File: src/rtl/pmod_als_pkg.sv
// Shared constants and FSM encodings for the PMOD ALS emulator and its reader benches.
// Frame layout: leading zeros, data bits MSB first, trailing zeros.
package pmod_als_pkg;

    localparam int DEF_LEAD_ZEROS = 4;
    localparam int DEF_DATA_W     = 8;
    localparam int DEF_FRAME_LEN  = 16;

    localparam logic [1:0] ST_IDLE  = 2'd0;
    localparam logic [1:0] ST_LEAD  = 2'd1;
    localparam logic [1:0] ST_DATA  = 2'd2;
    localparam logic [1:0] ST_TRAIL = 2'd3;

    // Frame phase implied by a bit position within an active frame.
    function automatic logic [1:0] pos_state(input int pos, input int lead, input int dw);
        if (pos < lead) begin
            return ST_LEAD;
        end else if (pos < lead + dw) begin
            return ST_DATA;
        end else begin
            return ST_TRAIL;
        end
    endfunction

endpackage

File: src/rtl/pmod_als_emu_sync.sv
// Two-flop synchroniser for an asynchronous input plus a third flop for edge detection.
// rise_o/fall_o are single-cycle pulses in the clk_i domain.
module sync_edge_det #(
    parameter logic RST_LEVEL = 1'b1
) (
    input  logic clk_i,
    input  logic rst_n_i,
    input  logic async_i,
    output logic rise_o,
    output logic fall_o
);

    logic meta_q;
    logic sync_q;
    logic prev_q;

    // Flops reset to the line's idle level so reset never fabricates an edge.
    always_ff @(posedge clk_i or negedge rst_n_i) begin
        if (!rst_n_i) begin
            meta_q <= RST_LEVEL;
            sync_q <= RST_LEVEL;
            prev_q <= RST_LEVEL;
        end else begin
            meta_q <= async_i;
            sync_q <= meta_q;
            prev_q <= sync_q;
        end
    end

    assign rise_o = sync_q & ~prev_q;
    assign fall_o = ~sync_q & prev_q;

endmodule

File: src/rtl/pmod_als_emu.sv
// SPI responder emulating the PMOD ALS ADC frame: zeros, held light value MSB first, zeros.
// CS/SCK are synchronised into clk_i, which must run at least 4x the SCK frequency.
module pmod_als_emu
    import pmod_als_pkg::*;
#(
    parameter int               LEAD_ZEROS = DEF_LEAD_ZEROS,
    parameter int               DATA_W     = DEF_DATA_W,
    parameter int               FRAME_LEN  = DEF_FRAME_LEN,
    parameter logic [DATA_W-1:0] RESET_VAL = '0
) (
    input  logic              clk_i,
    input  logic              rst_n_i,
    input  logic [DATA_W-1:0] data_i,
    input  logic              data_we_i,
    input  logic              cs_i,
    input  logic              sck_i,
    output logic              sdo_o,
    output logic              sdo_oe_o,
    output logic              busy_o,
    output logic              frame_done_o,
    output logic              frame_abort_o
);

    localparam int POS_W    = $clog2(FRAME_LEN);
    localparam int IDX_W    = (DATA_W > 1) ? $clog2(DATA_W) : 1;
    localparam int DATA_END = LEAD_ZEROS + DATA_W;

    localparam logic [POS_W-1:0] POS_MAX      = POS_W'(FRAME_LEN - 1);
    localparam logic [POS_W-1:0] POS_DATA_END = POS_W'(DATA_END);

    logic cs_rise;
    logic cs_fall;
    logic sck_fall;
    logic sck_rise_unused;

    sync_edge_det #(.RST_LEVEL(1'b1)) u_cs_sync (
        .clk_i   (clk_i),
        .rst_n_i (rst_n_i),
        .async_i (cs_i),
        .rise_o  (cs_rise),
        .fall_o  (cs_fall)
    );

    sync_edge_det #(.RST_LEVEL(1'b1)) u_sck_sync (
        .clk_i   (clk_i),
        .rst_n_i (rst_n_i),
        .async_i (sck_i),
        .rise_o  (sck_rise_unused),
        .fall_o  (sck_fall)
    );

    logic [1:0]        state_q, state_d;
    logic [POS_W-1:0]  pos_q, pos_d;
    logic [DATA_W-1:0] held_q, held_d;
    logic [DATA_W-1:0] snap_q, snap_d;
    logic              sdo_q, sdo_d;
    logic              done_q, done_d;
    logic              abort_q, abort_d;
    logic [IDX_W-1:0]  bit_idx;

    always_comb begin
        held_d  = data_we_i ? data_i : held_q;
        snap_d  = snap_q;
        pos_d   = pos_q;
        state_d = state_q;
        sdo_d   = 1'b0;
        done_d  = 1'b0;
        abort_d = 1'b0;
        bit_idx = '0;

        if (cs_fall) begin
            // held_d already carries a same-cycle write, so the write wins.
            state_d = ST_LEAD;
            pos_d   = '0;
            snap_d  = held_d;
        end else if (cs_rise) begin
            if (state_q != ST_IDLE) begin
                if (pos_q >= POS_DATA_END) begin
                    done_d = 1'b1;
                end else begin
                    abort_d = 1'b1;
                end
            end
            state_d = ST_IDLE;
        end else if (state_q != ST_IDLE) begin
            if (sck_fall && (pos_q != POS_MAX)) begin
                pos_d = pos_q + POS_W'(1);
            end
            state_d = pos_state(int'(pos_d), LEAD_ZEROS, DATA_W);
            bit_idx = IDX_W'(DATA_END - 1 - int'(pos_d));
            if (state_d == ST_DATA) begin
                sdo_d = snap_q[bit_idx];
            end
        end
    end

    always_ff @(posedge clk_i or negedge rst_n_i) begin
        if (!rst_n_i) begin
            state_q <= ST_IDLE;
            pos_q   <= '0;
            held_q  <= RESET_VAL;
            snap_q  <= '0;
            sdo_q   <= 1'b0;
            done_q  <= 1'b0;
            abort_q <= 1'b0;
        end else begin
            state_q <= state_d;
            pos_q   <= pos_d;
            held_q  <= held_d;
            snap_q  <= snap_d;
            sdo_q   <= sdo_d;
            done_q  <= done_d;
            abort_q <= abort_d;
        end
    end

    assign sdo_o         = sdo_q;
    assign busy_o        = (state_q != ST_IDLE);
    assign sdo_oe_o      = busy_o;
    assign frame_done_o  = done_q;
    assign frame_abort_o = abort_q;

endmodule
File: config.mk
export PLATFORM = sky130hd
export DESIGN_NAME = pmod_als_emu
export DESIGN_NICKNAME = d
export VERILOG_FILES = /design/src/rtl/pmod_als_pkg.sv /design/src/rtl/pmod_als_emu_sync.sv /design/src/rtl/pmod_als_emu.sv
export SDC_FILE = /design/constraint.sdc
export NUM_CORES = 1
export LEC_CHECK = 0
export ABC_AREA = 1
export BUFFER_PORTS_ARGS = -buffer_cell sky130_fd_sc_hd__buf_2
export CAP_MARGIN = 40
export CORE_MARGIN = 3
export CORE_UTILIZATION = 40
export DETAILED_ROUTE_END_ITERATION = 8
export MAX_ROUTING_LAYER = met4
export PLACE_DENSITY = 0.64
export SETUP_SLACK_MARGIN = 0.1
export SLEW_MARGIN = 20
export SYNTH_ARGS = -nofsm -noshare
export SYNTH_HDL_FRONTEND = slang
export SYNTH_HIERARCHICAL = 1
export SYNTH_SLANG_ARGS = --single-unit
File: constraint.sdc
create_clock -name clk_i -period 5.2 [get_ports clk_i]
set_input_delay 1.04 -clock clk_i [delete_from_list [all_inputs] [get_ports clk_i]]
set_output_delay 1.04 -clock clk_i [all_outputs]
set_load 0.05 [all_outputs]
==> results of run 1 <==
-- worst register-to-register path, cell delays in order (launching register included) --
cell and delay, ns:
dfstp_2 0.54, inv_1 0.04, nor2_1 0.46, inv_1 0.31, nand3_1 0.28, nor2_1 0.07
nand2_1 0.07, nor2_1 0.04
-- power groups by stage --
stage | logic (mW) | clock network (mW) | registers [mW]
after global placement | 0.0926 | 0 | 0.283
after CTS | 0.0960 | 0.136 | 0.279
after global routing | 0.108 | 0.145 | 0.282
after floorplan | 0.0712 | 0 | 0.282
after detailed placement | 0.0952 | 0 | 0.284
final | 0.0950 | 0.129 | 0.279
-- stage by stage --
stage	total power, mW	area (sq um)	utilization
after floorplan	0.353	1310	-
after CTS	0.511	1480	0.478
final	0.503	1480	0.478
after global placement	0.376	1430	0.462
after detailed placement	0.379	1430	0.462
after global routing	0.535	1480	0.478
-- state kept, by name, summed over array words and instances (netlist names), 2 cells and up --
| signal | count |
|---|---|
| snap_q | 8 |
| pos_q | 4 |
| state_q | 2 |
| held_q | 8 |
-- routing by layer --
metal | vias up | routed length [um]
met2 | 28 | 1060
met5 | - | 0
met4 | 0 | 48
met3 | 7 | 144
li1 | 452 | -
met1 | 429 | 1040
-- how the worst max path moves through the flow --
stage | slack [ns] | end | start | depth (start not counted)
after CTS | 3.03 | sdo_oe_o | state_q[1]$_DFFE_PN0P_ | 3
after floorplan | 3.17 | sdo_oe_o | state_q[1]$_DFFE_PN0P_ | 3
after global placement | 3.34 | sdo_o$_DFF_PN0_ | u_sck_sync/prev_q$_DFF_PN1_ | 11
after detailed placement | 3.32 | sdo_o$_DFF_PN0_ | u_sck_sync/prev_q$_DFF_PN1_ | 11
after global routing | 2.97 | busy_o | state_q[1]$_DFFE_PN0P_ | 3
final | 3.05 | busy_o | state_q[1]$_DFFE_PN0P_ | 3
-- cell type report --
cell class,instances,area (sq um)
inverters,14,55.1
clock buffers,7,45.0
clock inverters,1,5.00
well taps,44,55.1
fillers,314,1620
flip-flops and latches,31,783
multi-input cells,81,454
repair buffers,17,85.1
==> impl_metrics.json, run 1 <==
{
  "seqPwrFrac": 0.555,
  "vias": 916,
  "grt_max_degree": 32,
  "combPwrFrac": 0.189,
  "drt_iter0_drc": 28,
  "path_cells": "nor2_1, inv_1, buf_2",
  "met1_usage": 0.156,
  "fin_crit_sh": 0.413,
  "drt_pass1_iterations": 4,
  "path_delay_family": "flip-flops",
  "htreeDepth": 2,
  "clock_power_share": 0.256,
  "place_ws_ns": 3.32,
  "layout-drive-gt1-share": 0.298,
  "critical-path-max-stage-delay_ns": 0.37,
  "hold_end": "u_cs_sync/sync_q$_DFF_PN1_",
  "syn_area_sq_um": 1310,
  "stdcell_count": 195,
  "initial_utilization": 0.423,
  "max_slew_margin": 0.566,
  "worstRegToRegCells": 7,
  "hold_viol": 0,
  "required_ns": 4.16,
  "cts-hold-fix-buffers": 0,
  "dpl.hpwl_um": 1710,
  "use_met2": 0.209,
  "area_growth_pct": 13.0,
  "ir_worst_vdd_mv": 0.178,
  "fin_setup_tns_ns": 0,
  "cts_tree": "done",
  "viasPerCell": 4.70,
  "rsz0062_at_grt": "false",
  "setup_viol": 0,
  "postCtsResizedCells": 0,
  "routabilityCongestion": 0.762,
  "r2r_slack_ns": 3.29,
  "cp.arrival_ns": 1.11,
  "min_path_cells": 0,
  "post_cts_buffers": 0,
  "finalCriticalPeriod_ns": 2.15,
  "gr-usage-met3": 0.0499,
  "cp-end-kind": "output port",
  "wl_per_cell_um": 11.8,
  "crit_type": "reg2out",
  "power.leakage_nw": 0.732,
  "cp_max_fo": 5,
  "fp.coreArea_sq_um": 3100,
  "hold_start": "u_cs_sync/meta_q$_DFF_PN1_",
  "synthCells": 130,
  "cts.sinks": 31,
  "p_int_mw": 0.352,
  "postSynthAreaPerCell_sq_um": 10.1,
  "worst_pin_slew_ns": 0.651,
  "clk_latency_ns": 0.32,
  "layout_common_cells": "35 x nand2_1, 25 x dfrtp_1, 17 x buf_2",
  "cts_buffer_depth": 2,
  "numCtsBuffers": 5,
  "io-pin-count": 18,
  "crit_slowest_cell": "dfrtp_1",
  "num_antenna_cells": 0,
  "reg2reg_from": "u_cs_sync/prev_q$_DFF_PN1_",
  "grt_pass1_wl_um": 4060,
  "start_kind": "flop",
  "switching_share": 0.301,
  "maxCapViolations": 0,
  "grt.total_usage": 0.137,
  "die_height_um": 63.3,
  "num_rows": 20,
  "antenna_found_initial": 0,
  "r2r_end": "sdo_o$_DFF_PN0_",
  "die_area_sq_um": 4000,
  "place_inst": 187,
  "grt_pass1_vias": 945,
  "overflow": 0,
  "path_buf_inv": 2,
  "clk_pin_slew_ns": 0.09,
  "drcViolationCount": 0,
  "final_common_cell": "nand2_1",
  "max_freq_mhz": 466,
  "drv_slew": 0,
  "worst_hold_slack_ns": 0.359,
  "postRouteAntennaNets": 0,
  "status": "finished, final reports clean",
  "setup_ws_ns": 3.05,
  "skew_ns": 0.00307,
  "grt-busiest-layer": "met2",
  "die_x_um": 63.3,
  "synth_nets": 145,
  "power_density_nw_per_um2": 339,
  "p_sw_mw": 0.151,
  "holdCritPathClass": "reg2reg",
  "synth_warnings": 6,
  "io_buffers": 17,
  "fin_nets": 165,
  "wirelength_um": 2290,
  "clock-root-buffer": "clkbuf_4"
}
(Power assumes the default switching activity.)
==> inputs of run 2 (changes only) <==
==> constraint.sdc (replaced) <==
create_clock -name clk_i -period 2.1 [get_ports clk_i]
set_input_delay 0.42 -clock clk_i [delete_from_list [all_inputs] [get_ports clk_i]]
set_output_delay 0.42 -clock clk_i [all_outputs]
set_load 0.05 [all_outputs]
==> run 2 against run 1 <==
Sequential cell count stayed put. Global-route usage grew 0.73 points. Worst setup slack got worse by 2.8 ns. Register-to-register slack worse by 3.1 ns. Hold slack got worse by 0.24 ns. Utilization increased by 0.32 points. Via count fell by 0.11%. Sequential share of layout area fell by 0.35 points. Non-clock buffer count rose by 1. Clock skew up 0.0014 ns. Die area unchanged. Critical path depth increased by 8. Largest power group unchanged.
==> impl_metrics.json, run 2 (synthesized netlist as in run 1, its figures left out) <==
{
  "p_int_mw": 0.874,
  "cts_buffer_depth": 2,
  "hold_viol": 0,
  "clock_power_share": 0.255,
  "cp-end-kind": "flop",
  "overflow": 0,
  "seqPwrFrac": 0.553,
  "required_ns": 2.36,
  "path_delay_family": "adder cells",
  "ir_worst_vdd_mv": 0.500,
  "critical-path-max-stage-delay_ns": 0.43,
  "num_antenna_cells": 0,
  "die_area_sq_um": 4000,
  "clk_pin_slew_ns": 0.09,
  "switching_share": 0.302,
  "p_sw_mw": 0.379,
  "skew_ns": 0.00448,
  "cts_tree": "done",
  "cp_max_fo": 5,
  "combPwrFrac": 0.192,
  "setup_viol": 0,
  "numCtsBuffers": 5,
  "path_buf_inv": 2,
  "fin_crit_sh": 0.890,
  "initial_utilization": 0.423,
  "io_buffers": 17,
  "power.total_mw": 1.25,
  "drt_iter0_drc": 31,
  "clock-root-buffer": "clkbuf_4",
  "power_density_nw_per_um2": 839,
  "path_cells": "ha_1, nand3_2, nand2_4, inv_4, nand4_1, xor2_1, ha_1, inv_1, nor2_1, nand2_1, nor2_1",
  "path_depth": 11,
  "drcViolationCount": 0,
  "crit_type": "reg2reg",
  "start_kind": "flop",
  "crit_slowest_cell": "dfrtp_1",
  "max_freq_mhz": 535,
  "wirelength_um": 2410,
  "max_slew_margin": 0.558,
  "grt_pass1_vias": 960,
  "fin_nets": 166,
  "antenna_found_initial": 0,
  "worstRegToRegCells": 11,
  "viasPerCell": 4.67,
  "fin_setup_tns_ns": 0,
  "die_height_um": 63.3,
  "rsz0062_at_grt": "false",
  "top_regs": "held_q (8), snap_q (8), pos_q (4)",
  "post_cts_buffers": 0,
  "layout_common_cells": "35 x nand2_1, 25 x dfrtp_1, 17 x buf_2",
  "holdCritPathClass": "in2async",
  "htreeDepth": 2,
  "area_growth_pct": 13.7,
  "grt.total_usage": 0.144,
  "layout-drive-gt1-share": 0.309,
  "io-pin-count": 18,
  "cp.arrival_ns": 2.13,
  "power.leakage_nw": 0.737,
  "routabilityCongestion": 0.874,
  "wl_per_cell_um": 12.3,
  "fp.coreArea_sq_um": 3100,
  "postRouteAntennaNets": 0,
  "drt_pass1_iterations": 6,
  "grt_max_degree": 32,
  "clk_latency_ns": 0.33,
  "drv_slew": 0,
  "cts.sinks": 31,
  "final_common_cell": "nand2_1",
  "worst_pin_slew_ns": 0.663,
  "maxCapViolations": 0,
  "grt_pass1_wl_um": 4220,
  "dpl.hpwl_um": 1690,
  "vias": 915,
  "postLayoutCoreUtil": 0.481,
  "finalCriticalPeriod_ns": 1.87,
  "num_rows": 20,
  "die_x_um": 63.3,
  "status": "finished, final reports clean",
  "worst_hold_slack_ns": 0.114
}
## run 2: power by group through the flow
stage	logic (mW)	clock network, mW	registers, mW
after floorplan	0.176	0	0.699
after global placement	0.231	0	0.700
after detailed placement	0.238	0	0.703
after CTS	0.243	0.335	0.692
after global routing	0.271	0.356	0.700
final	0.241	0.320	0.692
## run 2: final timing paths
path / end / startpoint / slack, ns
hold reg to reg: u_cs_sync/sync_q$_DFF_PN1_ / u_cs_sync/meta_q$_DFF_PN1_ / 0.36
min in group clk_i: u_cs_sync/meta_q$_DFF_PN1_ / cs_i / 0.18
hold / removal: frame_done_o$_DFF_PN0_ / rst_n_i / 0.11
setup reg to reg: sdo_o$_DFF_PN0_ / pos_q[0]$_DFFE_PN0P_ / 0.23
max in group asynchronous: snap_q[3]$_DFFE_PN0P_ / rst_n_i / 1.56
setup / recovery: sdo_o$_DFF_PN0_ / pos_q[0]$_DFFE_PN0P_ / 0.23
## run 2: through the flow
stage | area, sq um | instances | setup slack, ns
final | 1490 | 196 | 0.232
after global routing | 1490 | 196 | 0.119
after CTS | 1490 | 196 | 0.213
after detailed placement | 1440 | 188 | 0.231
after global placement | 1440 | 188 | 0.331
after floorplan | 1310 | 130 | 0.390
## run 2: cell type report
class,count,area (sq um)
Sequential cell,31,783
Fill cell,305,1610
Inverter,14,55.1
Tap cell,44,55.1
Clock inverter,1,5.00
Clock buffer,7,45.0
Multi-Input combinational cell,81,457
Timing Repair Buffer,18,92.6
## run 2: per-layer routing
layer	routed length, um	track usage	share of wire
met5	0	-	0
met2	1150	0.227	0.48
met3	135	0.0624	0.056
met1	1080	0.159	0.45
met4	43	0.0620	0.018
## run 2: timing repair
action | CTS | global route
endpoints found under the setup margin | 0 | 1
gates resized for setup | 0 | 1
hold buffers | 0 | 0
